<file path="config.mk">
export PLATFORM = sky130hd
export DESIGN_NAME = mem_bus_ctrl
export DESIGN_NICKNAME = d
export VERILOG_FILES = /design/src/rtl/mem_bus_ctrl.sv
export SDC_FILE = /design/constraint.sdc
export NUM_CORES = 1
export LEC_CHECK = 0
export ABC_AREA = 1
export CAP_MARGIN = 10
export CORE_ASPECT_RATIO = 0.7
export CORE_MARGIN = 1
export CORE_UTILIZATION = 65
export CTS_CLUSTER_SIZE = 30
export DETAILED_ROUTE_END_ITERATION = 6
export DONT_BUFFER_PORTS = 1
export PLACE_DENSITY = 0.81
export SLEW_MARGIN = 0
export SYNTH_ARGS = -nofsm -noshare
export SYNTH_HDL_FRONTEND = slang
export SYNTH_SLANG_ARGS = --single-unit
</file>
<file path="constraint.sdc">
create_clock -name clock -period 2 [get_ports clock]
set_input_delay 0.2 -clock clock [delete_from_list [all_inputs] [get_ports clock]]
set_output_delay 0.2 -clock clock [all_outputs]
set_load 0.01 [all_outputs]
</file>
<file path="src/rtl/mem_bus_ctrl.sv">
// mem_bus_ctrl: bus controller between the CPU memory port and a word RAM
// with synchronous write and combinational read. It accepts one request at a
// time, inserts WAIT_STATES idle cycles, drives the RAM for one access cycle
// and returns a one-cycle cpu_ack pulse along with the read data.
//
// Optional feature (macro SIM_CTRL_EN): a simulation-control word at
// SIM_CTRL_ADDR. Writes there are consumed by the controller, and writing
// SIM_STOP_WORD sets the sticky sim_end flag. Reads there return
// {31'b0, sim_end}. Without the macro, sim_end is tied low and SIM_CTRL_ADDR
// is ordinary RAM.
//
// Ports:
//   clock        system clock, all state on posedge
//   reset        synchronous, active-high
//   cpu_req      request, held with all cpu_* inputs until cpu_ack
//   cpu_write    1 = write, 0 = read
//   cpu_address  word address
//   cpu_wdata    write data (bit 0 = MSB)
//   cpu_ack      one-cycle completion pulse
//   cpu_rdata    read data, valid while cpu_ack = 1
//   mem_address  RAM word address (held outside the access cycle)
//   mem_write_en RAM write strobe
//   mem_wdata    RAM write data (held outside the access cycle)
//   mem_rdata    RAM combinational read data
//   sim_end      sticky stop flag
module mem_bus_ctrl #(
  parameter int unsigned  WAIT_STATES   = 2,
  parameter logic [15:31] SIM_CTRL_ADDR = 17'h00100,
  parameter logic [0:31]  SIM_STOP_WORD = 32'h00010001
) (
  input  logic         clock,
  input  logic         reset,
  input  logic         cpu_req,
  input  logic         cpu_write,
  input  logic [15:31] cpu_address,
  input  logic [0:31]  cpu_wdata,
  output logic         cpu_ack,
  output logic [0:31]  cpu_rdata,
  output logic [15:31] mem_address,
  output logic         mem_write_en,
  output logic [0:31]  mem_wdata,
  input  logic [0:31]  mem_rdata,
  output logic         sim_end
);

  typedef enum logic [1:0] {S_IDLE, S_WAIT, S_ACCESS, S_ACK} state_t;

  localparam logic [3:0] WAIT_INIT = 4'(WAIT_STATES);

  state_t        state;
  state_t        state_next;
  logic [3:0]    cnt;
  logic [15:31]  addr_q;
  logic [0:31]   wdata_q;
  logic          write_q;
  logic [15:31]  addr_hold;
  logic [0:31]   wdata_hold;
  logic          in_access;
  logic          ctrl_hit;
  logic [0:31]   read_word;

`ifdef SIM_CTRL_EN
  logic sim_end_q;
  assign ctrl_hit  = (addr_q == SIM_CTRL_ADDR);
  assign read_word = ctrl_hit ? {31'b0, sim_end_q} : mem_rdata;
  assign sim_end   = sim_end_q;
`else
  assign ctrl_hit  = 1'b0;
  assign read_word = mem_rdata;
  assign sim_end   = 1'b0;
`endif

  always_ff @(posedge clock) begin
    if (reset) state <= S_IDLE;
    else       state <= state_next;
  end

  always_comb begin
    state_next = state;
    cpu_ack    = 1'b0;
    in_access  = 1'b0;
    unique case (state)
      S_IDLE:   if (cpu_req) state_next = (WAIT_STATES > 0) ? S_WAIT : S_ACCESS;
      S_WAIT:   if (cnt == 4'd1) state_next = S_ACCESS;
      S_ACCESS: begin
        in_access  = 1'b1;
        state_next = S_ACK;
      end
      S_ACK: begin
        cpu_ack    = 1'b1;
        state_next = S_IDLE;
      end
      default:  state_next = S_IDLE;
    endcase
  end

  // The strobe looks at reset directly so a reset landing in the access
  // cycle blocks the RAM write at that same edge.
  assign mem_write_en = in_access && write_q && !reset && !ctrl_hit;

  // Address/data show the latched request only during the access cycle and
  // otherwise keep whatever was last presented to the RAM.
  assign mem_address = in_access ? addr_q  : addr_hold;
  assign mem_wdata   = in_access ? wdata_q : wdata_hold;

  always_ff @(posedge clock) begin
    if (reset) begin
      cnt        <= '0;
      addr_q     <= '0;
      wdata_q    <= '0;
      write_q    <= 1'b0;
      addr_hold  <= '0;
      wdata_hold <= '0;
      cpu_rdata  <= '0;
`ifdef SIM_CTRL_EN
      sim_end_q  <= 1'b0;
`endif
    end else begin
      if (state == S_IDLE && cpu_req) begin
        addr_q  <= cpu_address;
        wdata_q <= cpu_wdata;
        write_q <= cpu_write;
        cnt     <= WAIT_INIT;
      end
      if (state == S_WAIT) cnt <= cnt - 4'd1;
      if (in_access) begin
        addr_hold  <= addr_q;
        wdata_hold <= wdata_q;
        if (!write_q) cpu_rdata <= read_word;
`ifdef SIM_CTRL_EN
        if (write_q && ctrl_hit && wdata_q == SIM_STOP_WORD) sim_end_q <= 1'b1;
`endif
      end
    end
  end

endmodule

</file>
==> impl_summary.txt <==
----------------------------------------------------
[STA]
  Number of failing hold endpoints at the final stage ... 0
  Final worst-path cycle share ... 0.972
  Transition time of the tightest slew-check pin ... 0.907 ns
  Clock period minus worst slack ... around 2 ns
  Number of slew-limit violations in the final report ... 0
  Worst hold margin ... 0.158 ns
  Final setup fails ... 0
  Slack of the critical path ... approximately 0.055 ns
  Clock skew ... a little under 0.009 ns
  Achievable frequency ... 0.514 GHz
  Relative slew margins ... 0.394

[Worst setup path]
  Worst Path Class, Setup ... reg -> out
  Critical path launch point type ... flop
  Cell at the slowest stage of the critical path ... sky130_fd_sc_hd__dfxtp_2
  Endpoint required time on the critical path ... 1.80 ns
  Type of element capturing the critical path ... output pin
  Worst flop-to-flop path endpoint ... cnt[1]
  Capturing element of the worst setup path ... mem_address[21]
  Longest individual stage delay on the worst path ... ~0.36 ns
  Worst-case register-to-register setup slack ... roughly 0.17 ns
  Number of cells on the worst reg-to-reg path ... 7
  Critical path fanouts, max ... 18
  Crit path launch ... state[0]
  Arrival time reported for the critical path endpoint ... about 1.7 ns
  Worst reg2reg path startpoint ... state[1]
  Ordered cell list for the critical path ... inv_2, ha_4, inv_8, bufbuf_16, nand2_1, nand2_2

[Clock network]
  Maximum count of clock buffers along a single path ... 2
  Clk sinks ... between 100 and 150
  TritonCTS buffer count ... 17
  Clock tree from TritonCTS ... yes
  Clock latency on the worst-skew pair ... between 0.5 and 0.6 ns
  Root buffer cell ... sky130_fd_sc_hd__clkbuf_8
  H-tree levels ... 4
  Clock transition at the registers of the reported paths ... ~0.060 ns

[Floorplan]
  Placeable core area ... 7450 sq um
  Initial core utilization ... 0.683
  Site Rows ... 26
  Chip height ... between 70 and 80 um
  Die Width ... between 100 and 150 um
  IO Pins ... 169
  Die ar. ... slightly above 8000 sq um

[Logic synthesis]
  Cell area after technology mapping ... 5090 sq um
  Top-area cell type share of the netlist area ... 0.539
  Most numerous cell in the Yosys netlist ... sky130_fd_sc_hd__nor2_1
  Number of cells produced by synthesis ... just under 700
  Number of distinct library cell variants in the gate-level netlist after synthesis ... 20
  Share of synthesized area occupied by flip-flops and latches ... 0.539
  Register bit count reported by yosys ... ~140
  Number of warnings printed during yosys synthesis ... 0
  Leading post-synthesis cells by cell area ... sky130_fd_sc_hd__dfxtp_1, sky130_fd_sc_hd__nor2_1, sky130_fd_sc_hd__nand2_1, sky130_fd_sc_hd__o21ai_0, sky130_fd_sc_hd__a21oi_1
  Share of flip-flops with an asynchronous set or reset ... 0
  Leading register cell type out of synthesis ... sky130_fd_sc_hd__dfxtp_1
  Cell types with the highest counts after synthesis ... sky130_fd_sc_hd__nor2_1, sky130_fd_sc_hd__nand2_1, sky130_fd_sc_hd__dfxtp_1
  Per-instance average area after synthesis ... about 7.5 sq um
  Top cell type by total area after synthesis ... sky130_fd_sc_hd__dfxtp_1
  Net count after synthesis ... approximately 770
  Post-synth EDFFs ... 0

[Global route]
  Number of global-route vias before repair ... slightly below 5k
  Largest net degree at the start of global routing ... between 80 and 90
  Remaining global-route overflow ... 0
  Global-route wire length before repair ... ~23000 um
  Global routing usage summed across all routing layers ... 0.369
  Initial antenna violation count ... 0

[Drt]
  Wire length per cell after detailed routing ... roughly 18 um
  Drt first pass iters ... 7
  Antenna-violating nets left ... 0
  Ratio of routed vias to standard cells ... 5.90
  Routed via count ... 5053
  DRC violation count after routing ... 0
  Initial DRC Count ... 480
  Total length of routed wires ... roughly 15000 um

[Worst hold path]
  Startpoint of the most critical hold path ... reset
  Min-delay worst type ... in -> reg

[Layout]
  Area of the multi-input gates ... between 2000 and 2500 sq um
  Ant. Diodes ... 0
  Share of final-layout standard cells stronger than drive strength 1 ... 0.0751
  Synthesis-to-finish area growth ... 31.0%
  Sequential cell area in the final layout ... between 2000 and 3000 sq um
  Number of inserted filler cells in the final layout ... between 300 and 400
  Final core utilization ... 0.895
  Total number of nets in the final design ... around 840

[Placement]
  Setup slack at placement ... roughly 0.32 ns
  DPL Wire Length ... roughly 7000 um
  Global placer's final weighted congestion ... 0.779
  Port-buffer cells ... 0

[Pwr]
  Leakage dissipation ... just under 3 nW
  IR drop worst, VDD ... between 1000 and 1500 uV
  Areal power density over the cells ... between 1000 and 1500 nW/um^2

[Job]
  Max-cap check violation count ... 0

[Run status]
  Run status ... complete, no violations

----------------------------------------------------
registers in the layout, indices dropped and copies added, names as in the netlist:
register	cells
wdata_q	32
cnt	4
addr_q	17
wdata_hold	32
cpu_rdata	32
state	2
addr_hold	17
write_q	1
how the worst min path moves through the flow:
stage	slack [ns]	depth (start not counted)	end
2_1_floorplan	0.33	2	cpu_rdata[26]
3_3_place_gp	0.27	1	wdata_hold[4]
3_5_place_dp	0.28	1	wdata_hold[21]
4_1_cts	0.13	3	state[1]
5_1_grt	0.18	3	state[1]
6_report	0.16	3	state[1]
metal layers:
layer,share of wire,wire length (um),GRT usage
met1,0.36,5560,0.394
met2,0.51,7940,0.669
met3,0.096,1480,0.108
met4,0.030,471,0.159
met5,0,0,0
area by class of cell:
type | count | share of cell area
inverters | 13 | 0.00882
flip-flops and latches | 137 | 0.412
clock buffers | 25 | 0.0771
multi-input cells | 481 | 0.314
clock inverters | 7 | 0.0165
repair buffers | 96 | 0.154
well taps | 98 | 0.0184
worst max-delay path, delay by kind of cell (launching register included):
kind | cells | cell delay, ns
flops | 1 | 0.36
buf+inv | 3 | 0.43
simple gates | 2 | 0.23
fa+ha+maj | 1 | 0.19
cell families (layout without fill, tap and decap cells):
kind of cell               count (synthesis)  after routing  share of synthesized area
adders and majority gates                  7              7                     0.0172
DFF                                      137            137                      0.539
and+or+nand+nor                          332            332                      0.248
buffers and inverters                     57            141                     0.0558
xor gates and xnor gates                   1              1                    0.00172
AOI/OAI and AO/OA                        140            140                      0.138
other                                      1              1                   0.000737
what timing repair did:
item	4_1_cts	5_1_grt
hold buffers	86	0
setup endpoints to repair	49	50
cloned	1	1
endpoints found under the hold margin	132	0
buffers inserted	2	1
pin swaps	0	1
resized for setup	6	8
cells in the final DEF (no fill, tap or decap), drive strengths merged:
| cell type | count |
|---|---|
| bufbuf | 1 |
| buf | 9 |
| nand2 | 158 |
| dfxtp | 137 |
| dlygate4sd3 | 85 |
| ha | 7 |
| xor2 | 1 |
| bufinv | 3 |
| nand3 | 3 |
| clkbuf | 26 |
| clkinv | 4 |
| inv | 13 |
| nor3 | 2 |
| a21oi | 54 |
| o21ai | 86 |
| conb | 1 |
| nor2 | 169 |
per-stage QoR:
stage                     TNS (ns)  power, W  cells  instance area (sq um)
after detailed placement         0   0.00602    734                   5030
after global placement           0   0.00590    734                   5030
final                            0   0.00993    857                   6670
after CTS                        0   0.00956    855                   6600
after floorplan                  0   0.00561    675                   5090
after global routing      -0.00394    0.0104    857                   6670
power breakdown:
| group | internal (W) | switching (W) |
|---|---|---|
| Sequential | 0.00336 | 0.000478 |
| Clock | 0.00213 | 0.00113 |
| Combinational | 0.000971 | 0.00186 |
No activity file was read; power rests on OpenSTA's default activity.
